**src/rtl/note_key_encoder_if.sv**
```systemverilog
// rtl/note_key_encoder_if.sv - key input and note output bundle for note_key_encoder
interface note_key_encoder_if;
  logic [7:0] KEYS;
  logic [7:0] KEY_STABLE;
  logic [3:0] NOTE;
  logic       NOTE_STROBE;

  modport master (
    output KEYS,
    input  KEY_STABLE,
    input  NOTE,
    input  NOTE_STROBE
  );

  modport slave (
    input  KEYS,
    output KEY_STABLE,
    output NOTE,
    output NOTE_STROBE
  );
endinterface

```
**src/rtl/note_key_encoder.sv**
```systemverilog
// rtl/note_key_encoder.sv - synchronise, debounce and encode piano keys into a note code
// Optional NOTE_CHORD_REJECT_EN: multi-key presses encode as none instead of lowest-index-wins.
module note_key_encoder #(
  parameter int DEBOUNCE_CYCLES = 1000000,
  parameter int CNT_W           = 20
) (
  input  logic CLK,
  input  logic RESET_N,
  note_key_encoder_if.slave bus
);

  localparam logic [CNT_W-1:0] CNT_MAX = CNT_W'(DEBOUNCE_CYCLES - 1);

  logic [7:0]       sync1_q, sync1_d;
  logic [7:0]       sync2_q, sync2_d;
  logic [7:0]       cand_q, cand_d;
  logic [CNT_W-1:0] cnt_q, cnt_d;
  logic [7:0]       key_stable_q, key_stable_d;
  logic [3:0]       note_q, note_d;
  logic             strobe_q, strobe_d;
  logic [3:0]       enc;

  // Whole-vector debounce: any bit changing restarts the count.
  always_comb begin
    sync1_d      = bus.KEYS;
    sync2_d      = sync1_q;
    cand_d       = cand_q;
    cnt_d        = cnt_q;
    key_stable_d = key_stable_q;
    if (sync2_q != cand_q) begin
      cand_d = sync2_q;
      cnt_d  = '0;
    end else if (cnt_q == CNT_MAX) begin
      key_stable_d = cand_q;
    end else begin
      cnt_d = cnt_q + 1'b1;
    end
  end

  // Descending scan so the lowest set index is the last (winning) assignment.
  always_comb begin
    enc = 4'd0;
    for (int i = 7; i >= 0; i--) begin
      if (key_stable_q[i]) enc = 4'(i + 1);
    end
`ifdef NOTE_CHORD_REJECT_EN
    if ((key_stable_q & (key_stable_q - 8'd1)) != 8'd0) enc = 4'd0;
`endif
    note_d   = enc;
    strobe_d = (enc != 4'd0) && (enc != note_q);
  end

  always_ff @(posedge CLK) begin
    if (!RESET_N) begin
      sync1_q      <= '0;
      sync2_q      <= '0;
      cand_q       <= '0;
      cnt_q        <= '0;
      key_stable_q <= '0;
      note_q       <= '0;
      strobe_q     <= 1'b0;
    end else begin
      sync1_q      <= sync1_d;
      sync2_q      <= sync2_d;
      cand_q       <= cand_d;
      cnt_q        <= cnt_d;
      key_stable_q <= key_stable_d;
      note_q       <= note_d;
      strobe_q     <= strobe_d;
    end
  end

  assign bus.KEY_STABLE  = key_stable_q;
  assign bus.NOTE        = note_q;
  assign bus.NOTE_STROBE = strobe_q;

endmodule

```
**src/flat_wrapper.sv**
```systemverilog
// flat-port wrapper written by rule: the top's interface ports become plain ports
module note_key_encoder_flat 
#(
  parameter int DEBOUNCE_CYCLES = 1000000,
  parameter int CNT_W           = 20
)
  (CLK, RESET_N, bus_KEYS, bus_KEY_STABLE, bus_NOTE, bus_NOTE_STROBE);
  note_key_encoder_if bus_i ();
  input  logic CLK;
  input  logic RESET_N;
  input wire logic [$bits(bus_i.KEYS)-1:0] bus_KEYS;
  output wire logic [$bits(bus_i.KEY_STABLE)-1:0] bus_KEY_STABLE;
  output wire logic [$bits(bus_i.NOTE)-1:0] bus_NOTE;
  output wire logic [$bits(bus_i.NOTE_STROBE)-1:0] bus_NOTE_STROBE;
  assign bus_i.KEYS = bus_KEYS;
  assign bus_KEY_STABLE = bus_i.KEY_STABLE;
  assign bus_NOTE = bus_i.NOTE;
  assign bus_NOTE_STROBE = bus_i.NOTE_STROBE;
  note_key_encoder #(.DEBOUNCE_CYCLES(DEBOUNCE_CYCLES), .CNT_W(CNT_W)) u_core (.CLK(CLK), .RESET_N(RESET_N), .bus(bus_i));
endmodule
```
**config.mk**
```make
export PLATFORM = sky130hd
export DESIGN_NAME = note_key_encoder_flat
export DESIGN_NICKNAME = d
export VERILOG_FILES = /design/src/rtl/note_key_encoder_if.sv /design/src/rtl/note_key_encoder.sv /design/src/flat_wrapper.sv
export SDC_FILE = /design/constraint.sdc
export NUM_CORES = 1
export LEC_CHECK = 0
export BUFFER_PORTS_ARGS = -buffer_cell sky130_fd_sc_hd__buf_2
export CAP_MARGIN = 25
export CORE_MARGIN = 10
export CORE_UTILIZATION = 30
export CTS_BUF_LIST = sky130_fd_sc_hd__clkbuf_4
export CTS_CLUSTER_DIAMETER = 40
export DETAILED_ROUTE_END_ITERATION = 7
export PLACE_DENSITY_LB_ADDON = 0.15
export SYNTH_ARGS = -nofsm -noshare
export SYNTH_HDL_FRONTEND = slang
export SYNTH_SLANG_ARGS = --single-unit
```
**constraint.sdc**
```tcl
create_clock -name CLK -period 1.4 [get_ports CLK]
set_input_delay 0.28 -clock CLK [delete_from_list [all_inputs] [get_ports CLK]]
set_output_delay 0.28 -clock CLK [all_outputs]
set_load 0.01 [all_outputs]
```
-- After elaboration in Yosys (flattened, before gate mapping)
Cells that the tools add are included.
Widths: inputs -> output; s select.
- $add $sub $neg: 1
- div/mod/pow operators: 0
- reductions and logical operators: 4
- muxes and demuxes: 8
- eq/ne operators: 3
- $mul: 0
- bitwise operators: 2
- shift-type cells: 0
- order comparisons: 0
- operators by type and width (cell ; count):
    $mux 4 ; 8
    $add 20x1->20 const B ; 1
    $eq 20x20->1 const B ; 1
    $ne 8x8->1 ; 1
    $ne 4x4->1 ; 1
    $reduce_bool 4->1 ; 1
    $not 1->1 ; 2
    $reduce_and 2->1 ; 1
    $reduce_or 2->1 ; 1
    $logic_and 1x1->1 ; 1
- register bits: 57
- logic and storage cells: 25
- bits in latches: 0
- output and inout bits: 13
- memory bits (read-only): 0
- bits of input ports: 10
- memories: 0
- RAM bits: 0

-- Logic depth before layout (Yosys ltp)
Gate-level depths: netlist of run 1.
- depth after elaboration: 10
- gate-level depth with buffers: 6

-- Worst setup path before layout of run 1
Ideal clock, no wire load.
- path type: register to register
- start: register u_core.key_stable_q[1], in the netlist u_core.bus.KEY_STABLE[1]
- end: register u_core.strobe_q, in the netlist u_core.bus.NOTE_STROBE
- slack: -156 ps
- cell stages (with the launch flop): 6
- library setup time: 116 ps
- data required time: 1284 ps
- arrival time: 1440 ps
- cell sequence: dfxtp_1 or4_1 o22ai_1 a21oi_1 o32a_1 o211a_1
- longest elaborated chain between the ends: 4
- ends and longest elaborated chain (element ; line ; source):
    start: declaration ; note_key_encoder.sv:18 ; logic [7:0] key_stable_q, key_stable_d;
    start signal: assignment ; note_key_encoder.sv:67 ; key_stable_q <= key_stable_d;
    $mux 4 * (2 in series) ; note_key_encoder.sv:44 ; if (key_stable_q[i]) enc = 4'(i + 1);
    $ne 4x4->1 or $reduce_bool 4->1 (tied branches) ; note_key_encoder.sv:50 ; strobe_d = (enc != 4'd0) && (enc != note_q);
    $logic_and 1x1->1 * ; note_key_encoder.sv:50 ;
    end signal: assignment ; note_key_encoder.sv:69 ; strobe_q <= strobe_d;
    end: declaration ; note_key_encoder.sv:20 ; logic strobe_q, strobe_d;
Mark *: on every way between the ends. The rest lies on a longest branch, timed or not.
A chain may end at the register's enable or synchronous reset.

-- Worst setup path in the final report of run 1
- start: register u_core.cand_q[1]
- end: register u_core.key_stable_q[4], in the netlist u_core.bus.KEY_STABLE[4]
- longest elaborated chain between the ends: 3
- ends and longest elaborated chain (element ; line ; source):
    start: declaration ; note_key_encoder.sv:16 ; logic [7:0] cand_q, cand_d;
    start signal: assignment ; note_key_encoder.sv:65 ; cand_q <= cand_d;
    $ne 8x8->1 ; note_key_encoder.sv:30 ; if (sync2_q != cand_q) begin
    $not 1->1 (no source line) ; -- ;
    $reduce_and 2->1 (no source line) ; -- ;
No other way between the ends.

==> results of run 1 <==
==> state kept, by name, summed over array words and instances, names as in the netlist <==
name                    cells
u_core.cand_q               8
u_core.cnt_q               20
u_core.bus.NOTE_STROBE      1
u_core.bus.NOTE             4
u_core.bus.KEY_STABLE       8
u_core.sync1_q              8
u_core.sync2_q              8
==> report_power, final <==
group	leakage [nW]	internal [mW]	switching, mW
clock network	0.0692	0.526	0.609
logic	0.895	0.0846	0.0704
registers	0.470	1.65	0.0157
==> worst max-delay path, delay by kind of cell, from the launching register on <==
kind,cells,cell delay (ns)
mux,1,0.21
xor+xnor,1,0.18
simple gates,3,0.58
buf+inv,1,0.17
flops,1,0.33
==> worst max-delay path by stage <==
stage | to | slack, ns | cells past startpoint
final | u_core.bus.KEY_STABLE[4]$_SDFFE_PN0P_ | -0.17 | 6
after global routing | u_core.bus.KEY_STABLE[1]$_SDFFE_PN0P_ | -0.30 | 6
after CTS | u_core.cnt_q[8]$_SDFFE_PP0P_ | -0.19 | 5
after detailed placement | u_core.bus.KEY_STABLE[3]$_SDFFE_PN0P_ | -0.23 | 5
after global placement | u_core.bus.KEY_STABLE[0]$_SDFFE_PN0P_ | -0.16 | 5
after floorplan | u_core.bus.NOTE_STROBE$_SDFF_PN0_ | -0.09 | 5
==> layout by cell type, fill, tap and decap left out, types with 3 or more instances in the layout <==
cell type and count:
a21oi_1 8, a31oi_1 4, and2_1 24, buf_2 20, buf_4 49, buf_6 7
clkbuf_4 9, dfxtp_1 45, dfxtp_2 9, dfxtp_4 3, inv_1 3, mux2i_1 8
nand2_1 8, nand3_1 7, nand4_1 3, nor2_1 24, nor2b_1 11, nor4_4 4
o21ai_0 4, xnor2_1 4, xor2_1 18
==> cell type report <==
class                   count  area, µm²  area share (%)
clock buffers               9       67.6            2.13
flip-flops and latches     57       1160            36.7
clock inverters             6       60.1            1.89
inverters                   3       11.3           0.355
well taps                 102        128            4.02
multi-input cells         162       1200            37.7
repair buffers             76        547            17.2
==> through the flow <==
stage / power, mW / util [%] / hold slack [ns] / std cells / area [µm²]
2_1_floorplan: 1.79 / - / 0.407 / 229 / 2370
3_3_place_gp: 1.85 / 39.0 / 0.415 / 399 / 2960
3_5_place_dp: 1.85 / 39.0 / 0.418 / 399 / 2960
4_1_cts: 3.01 / 41.1 / 0.0518 / 414 / 3120
5_1_grt: 3.12 / 41.7 / 0.0473 / 415 / 3170
6_report: 2.95 / 41.7 / 0.0919 / 415 / 3170
==> logic make-up (layout without fill, tap and decap cells) <==
| logic type | after synthesis | after routing |
|---|---|---|
| multiplexers | 8 | 8 |
| adder cells (fa/ha/maj) | 1 | 1 |
| AND/OR/NAND/NOR | 106 | 106 |
| AO/OA/AOI/OAI | 25 | 25 |
| buffers and inverters | 10 | 94 |
| XOR/XNOR | 22 | 22 |
| flip-flops | 57 | 57 |
==> metal layers <==
metal	share of wire [%]	vias up	global-route usage (%)
met1	51	826	11.1
met4	2.7	0	6.01
met5	0	-	0
li1	-	953	-
met3	2.6	11	2.02
met2	43	26	13.0
==> cell usage after synthesis, types with 2 or more instances <==
cell type / count
nand3_1: 9
xor2_1: 18
o211ai_1: 2
and2_1: 24
or3_1: 2
nand2_1: 9
inv_1: 3
a31oi_1: 4
clkbuf_1: 4
nand3b_1: 2
nor2_1: 24
o21a_1: 2
dfxtp_1: 57
xnor2_1: 4
a21oi_1: 9
nor2b_1: 11
nor4_4: 4
mux2i_1: 8
nand4_1: 3
buf_2: 3
o21ai_0: 4
==> repair_timing <==
action,4_1_cts,5_1_grt
buffers inserted,0,1
hold buffers,0,0
resized for setup,10,13
pin swaps,2,5
setup endpoints to repair,32,35
==> flow_summary.json, run 1 <==
{
  "status": "finished with violations",
  "violations": "setup timing",
  "cp.arrival_ns": 1.85,
  "yosysSeqAreaShare_pct": 49.2,
  "syn-instance-count": 229,
  "synth_seq_cells": 57,
  "grt.overflow.total": 0,
  "drtIter0Drc": 45,
  "tightest_slew_ns": 0.336,
  "synthMuxAreaShare_pct": 3.45,
  "cts_tree": "done",
  "antenna_found_initial": 0,
  "syn_area_um2": 2320,
  "cts_made_buffers": 9,
  "startpoint_type": "register",
  "clock_skew_ns": 0.00792,
  "crit_required_ns": 1.68,
  "io_pins": 23,
  "min-delay-start": "bus_KEYS[6]",
  "synth_xor_area_share_pct": 8.30,
  "maxSlewHeadroom_pct": 77.5,
  "cts_root_buf": "clkbuf_4",
  "cp_cell_sequence": "xor2_1 -> nor4_4 -> buf_4 -> nand4_4 -> mux2i_1 -> nor2b_1",
  "cap_violations": 0,
  "final_layout_size_suffix_gt1_share_pct": 39.6,
  "synth_compound_area_share_pct": 6.63,
  "syn_area_per_cell_um2": 10.1,
  "drc_errors": 0,
  "core_um2": 7610,
  "vias": 1816,
  "htreeDepth": 3,
  "die-height_um": 108,
  "place_ws_ns": -0.232,
  "antenna_left": 0,
  "min_to": "u_core.sync1_q[6]$_SDFF_PN0_",
  "die_width_um": 108,
  "n_antenna_cell": 0,
  "via_per_inst": 4.38,
  "criticalPathCategory": "register to register",
  "gp_congestion": 0.705,
  "die_area_um2": 11700,
  "critPathMaxStageDelay_ns": 0.33,
  "grt_pass1_vias": 1827,
  "holdPathStages": 2,
  "cts_max_path_buffers": 2,
  "period_minus_slack_ns": 1.57,
  "period_share_pct": 112,
  "critPathMaxFanout": 8,
  "finalHoldViolCount": 0,
  "synth_edf_count": 0,
  "synth_flop_cell": "dfxtp_1",
  "track_usage_pct": 8.77,
  "rows": 32,
  "endpoint_kind": "register",
  "cts_num_sinks": 57,
  "async_reset_ff_share_pct": 0,
  "io_buffers": 22,
  "firstDrtPassIters": 4,
  "synth_cell_types": 44,
  "r2r-end": "u_core.bus.KEY_STABLE[4]$_SDFFE_PN0P_",
  "dpl.hpwl_um": 3490,
  "max_freq_mhz": 637,
  "yosys.area.top_type": "dfxtp_1",
  "r2r_cells": 6,
  "yosysWarnings": 0,
  "fin_ws_ns": -0.169,
  "r2r_slack_ns": -0.17,
  "rsz0062_at_grt": "true",
  "cp-startpoint": "u_core.cand_q[1]$_SDFFE_PN0P_",
  "fin_setup_tns_ns": -2.70,
  "routedWlPerCell_um": 11.5,
  "clk_pin_slew_ns": 0.10,
  "peakVddDrop_v": 0.000497,
  "start_util_pct": 30.5,
  "synth_top_area_share_pct": 49.2,
  "nets": 320,
  "syn2layout_area_growth_pct": 36.8,
  "synth_fa_ha_area_share_pct": 0.539,
  "synth_simple_gate_area_share_pct": 30.1,
  "synthTopCellsByArea": "dfxtp_1, xor2_1, and2_1",
  "r2r_start": "u_core.cand_q[1]$_SDFFE_PN0P_",
  "slew_viol_final": 0,
  "hold_class": "input port to register",
  "p_leak_nw": 1.43,
  "fill_cells": 747,
  "synth_top_family_by_area": "simple AND/OR/NAND/NOR gates",
  "finalWirelength_um": 4780,
  "clock_latency_ns": 0.38,
  "grt_pass1_wl_um": 8220,
  "critPathSlowestCell": "dfxtp_1",
  "power_density_nw_per_um2": 930,
  "grt_max_degree": 33,
  "syn-num-nets": 240,
  "setup_viol_count_final": 28
}
(Power assumes the default switching activity.)
==> inputs of run 2 (changes only) <==
==> constraint.sdc (replaced) <==
create_clock -name CLK -period 1.4 [get_ports CLK]
set_input_delay 0.14 -clock CLK [delete_from_list [all_inputs] [get_ports CLK]]
set_output_delay 0.14 -clock CLK [all_outputs]
set_load 0.01 [all_outputs]
==> run 2 against run 1 <==
Compared with the run above: routed wire length up 3.1%; register-to-register slack about the same; via count up 0.83%; the flow still finishes with violations (setup timing); combinational power up 12%; clock skew down 0.00062 ns; cell area up 1.4%; critical path depth unchanged; clock power about the same; flip-flop and latch count unchanged; critical endpoint unchanged; hold slack worse by 0.030 ns; maximum frequency about the same.
==> flow_summary.json, run 2 (same netlist as run 1, synthesis figures left out) <==
{
  "routedWlPerCell_um": 11.6,
  "fill_cells": 751,
  "final_common_cell": "buf_4",
  "rsz0062_at_grt": "true",
  "period_minus_slack_ns": 1.57,
  "cts_num_sinks": 57,
  "die_area_um2": 11700,
  "io_buffers": 22,
  "finalHoldViolCount": 0,
  "gp_congestion": 0.705,
  "dpl.hpwl_um": 3490,
  "met3_length_um": 138,
  "die-height_um": 108,
  "final_cell_mix": "buf_4, dfxtp_1, nor2_1, and2_1, buf_2",
  "grt.overflow.total": 0,
  "hold_ws_ns": 0.0623,
  "clock_latency_ns": 0.39,
  "io_pins": 23,
  "final_cells": 423,
  "cp.arrival_ns": 1.85,
  "htreeDepth": 3,
  "core_um2": 7610,
  "fin_ws_ns": -0.170,
  "n_antenna_cell": 0,
  "firstDrtPassIters": 4,
  "start_util_pct": 30.5,
  "track_usage_pct": 9.00,
  "power_density_nw_per_um2": 925,
  "grt_pass1_wl_um": 8420,
  "vias": 1831,
  "drc_errors": 0,
  "slew_viol_final": 0,
  "syn2layout_area_growth_pct": 38.7,
  "max_freq_mhz": 637,
  "clock_skew_ns": 0.00730,
  "fin_setup_tns_ns": -2.80,
  "setup_viol_count_final": 28,
  "endpoint_kind": "register",
  "clk_pin_slew_ns": 0.09,
  "violations": "setup timing",
  "via_per_inst": 4.33,
  "fin_util_pct": 42.3,
  "cts_tree": "done",
  "finalWirelength_um": 4930,
  "criticalPathCategory": "register to register",
  "r2r_slack_ns": -0.17,
  "cts_made_buffers": 9,
  "period_share_pct": 112,
  "final_layout_size_suffix_gt1_share_pct": 38.0,
  "maxSlewHeadroom_pct": 77.5,
  "antenna_left": 0,
  "grt_pass1_vias": 1842,
  "grt_max_degree": 33,
  "met1_length_um": 2490,
  "routed.top_layer": "met4",
  "startpoint_type": "register",
  "place_ws_ns": -0.232,
  "largest_register_ff_count": 20,
  "tightest_slew_ns": 0.336,
  "crit_required_ns": 1.68,
  "wl_met2_um": 2180,
  "cts_root_buf": "clkbuf_4",
  "cap_violations": 0,
  "peakVddDrop_v": 0.000510,
  "antenna_found_initial": 0,
  "status": "finished with violations",
  "top_register": "u_core.cnt_q",
  "cts_max_path_buffers": 2,
  "critPathMaxFanout": 8,
  "dp_cells": 399,
  "rows": 32,
  "drtIter0Drc": 43,
  "p_leak_nw": 1.46,
  "nets": 328,
  "die_width_um": 108,
  "hold_class": "input port to register"
}
## run 2: cell types whose count changed in the layout (fill, tap and decap cells not counted)
| cell | previous run | this run |
|---|---|---|
| dlygate4sd3_1 | 0 | 8 |
| buf_6 | 7 | 1 |
| buf_4 | 49 | 53 |
| buf_2 | 20 | 22 |
| dfxtp_1 | 45 | 47 |
| dfxtp_4 | 3 | 1 |
## run 2: repair_timing
item / 4_1_cts / 5_1_grt
pin swaps: 1 / 6
gates resized for setup: 2 / 11
hold buffers: 8 / 0
endpoints found under the setup margin: 29 / 32
buffers inserted: 0 / 1
endpoints found under the hold margin: 8 / 0
cloned: 0 / 0
## run 2: critical path, cell delays in order (launching register included)
cell and delay [ns]:
dfxtp_1 0.33, xor2_1 0.18, nor4_4 0.32, buf_4 0.17, nand4_4 0.20, mux2i_1 0.21, nor2b_1 0.06
## run 2: worst paths after layout
| kind | start | endpoint | cells past startpoint |
|---|---|---|---|
| worst max-delay path | u_core.cand_q[1]$_SDFFE_PN0P_ | u_core.bus.KEY_STABLE[4]$_SDFFE_PN0P_ | 6 |
| worst min-delay path | RESET_N | u_core.bus.NOTE_STROBE$_SDFF_PN0_ | 2 |
| worst max register to register | u_core.cand_q[1]$_SDFFE_PN0P_ | u_core.bus.KEY_STABLE[4]$_SDFFE_PN0P_ | 6 |
| worst min register to register | u_core.sync1_q[5]$_SDFF_PN0_ | u_core.sync2_q[5]$_SDFF_PN0_ | 1 |
## run 2: report_power, final
group	switching (mW)	total [mW]	internal, mW
registers	0.0158	1.67	1.65
logic	0.0737	0.173	0.0991
clock network	0.613	1.14	0.526
total	0.703	2.98	2.27
## run 2: final cells by class
cell class	count	area, µm²	area share, %
flip-flops and latches	57	1160	35.9
inverters	3	11.3	0.350
clock inverters	6	60.1	1.87
well taps	102	128	3.96
clock buffers	9	67.6	2.10
repair buffers	84	599	18.6
multi-input cells	162	1200	37.2
## run 2: metrics by stage
| stage | instance area [µm²] | total power, mW |
|---|---|---|
| 6_report | 3220 | 2.98 |
| 5_1_grt | 3220 | 3.14 |
| 4_1_cts | 3170 | 3.03 |
| 3_5_place_dp | 2960 | 1.85 |
| 3_3_place_gp | 2960 | 1.85 |
| 2_1_floorplan | 2370 | 1.79 |
## run 2: layer usage
| layer | track usage (%) | up-vias |
|---|---|---|
| li1 | - | 969 |
| met1 | 11.2 | 829 |
| met2 | 13.5 | 23 |
| met3 | 2.20 | 10 |
| met4 | 6.01 | 0 |
| met5 | 0 | - |
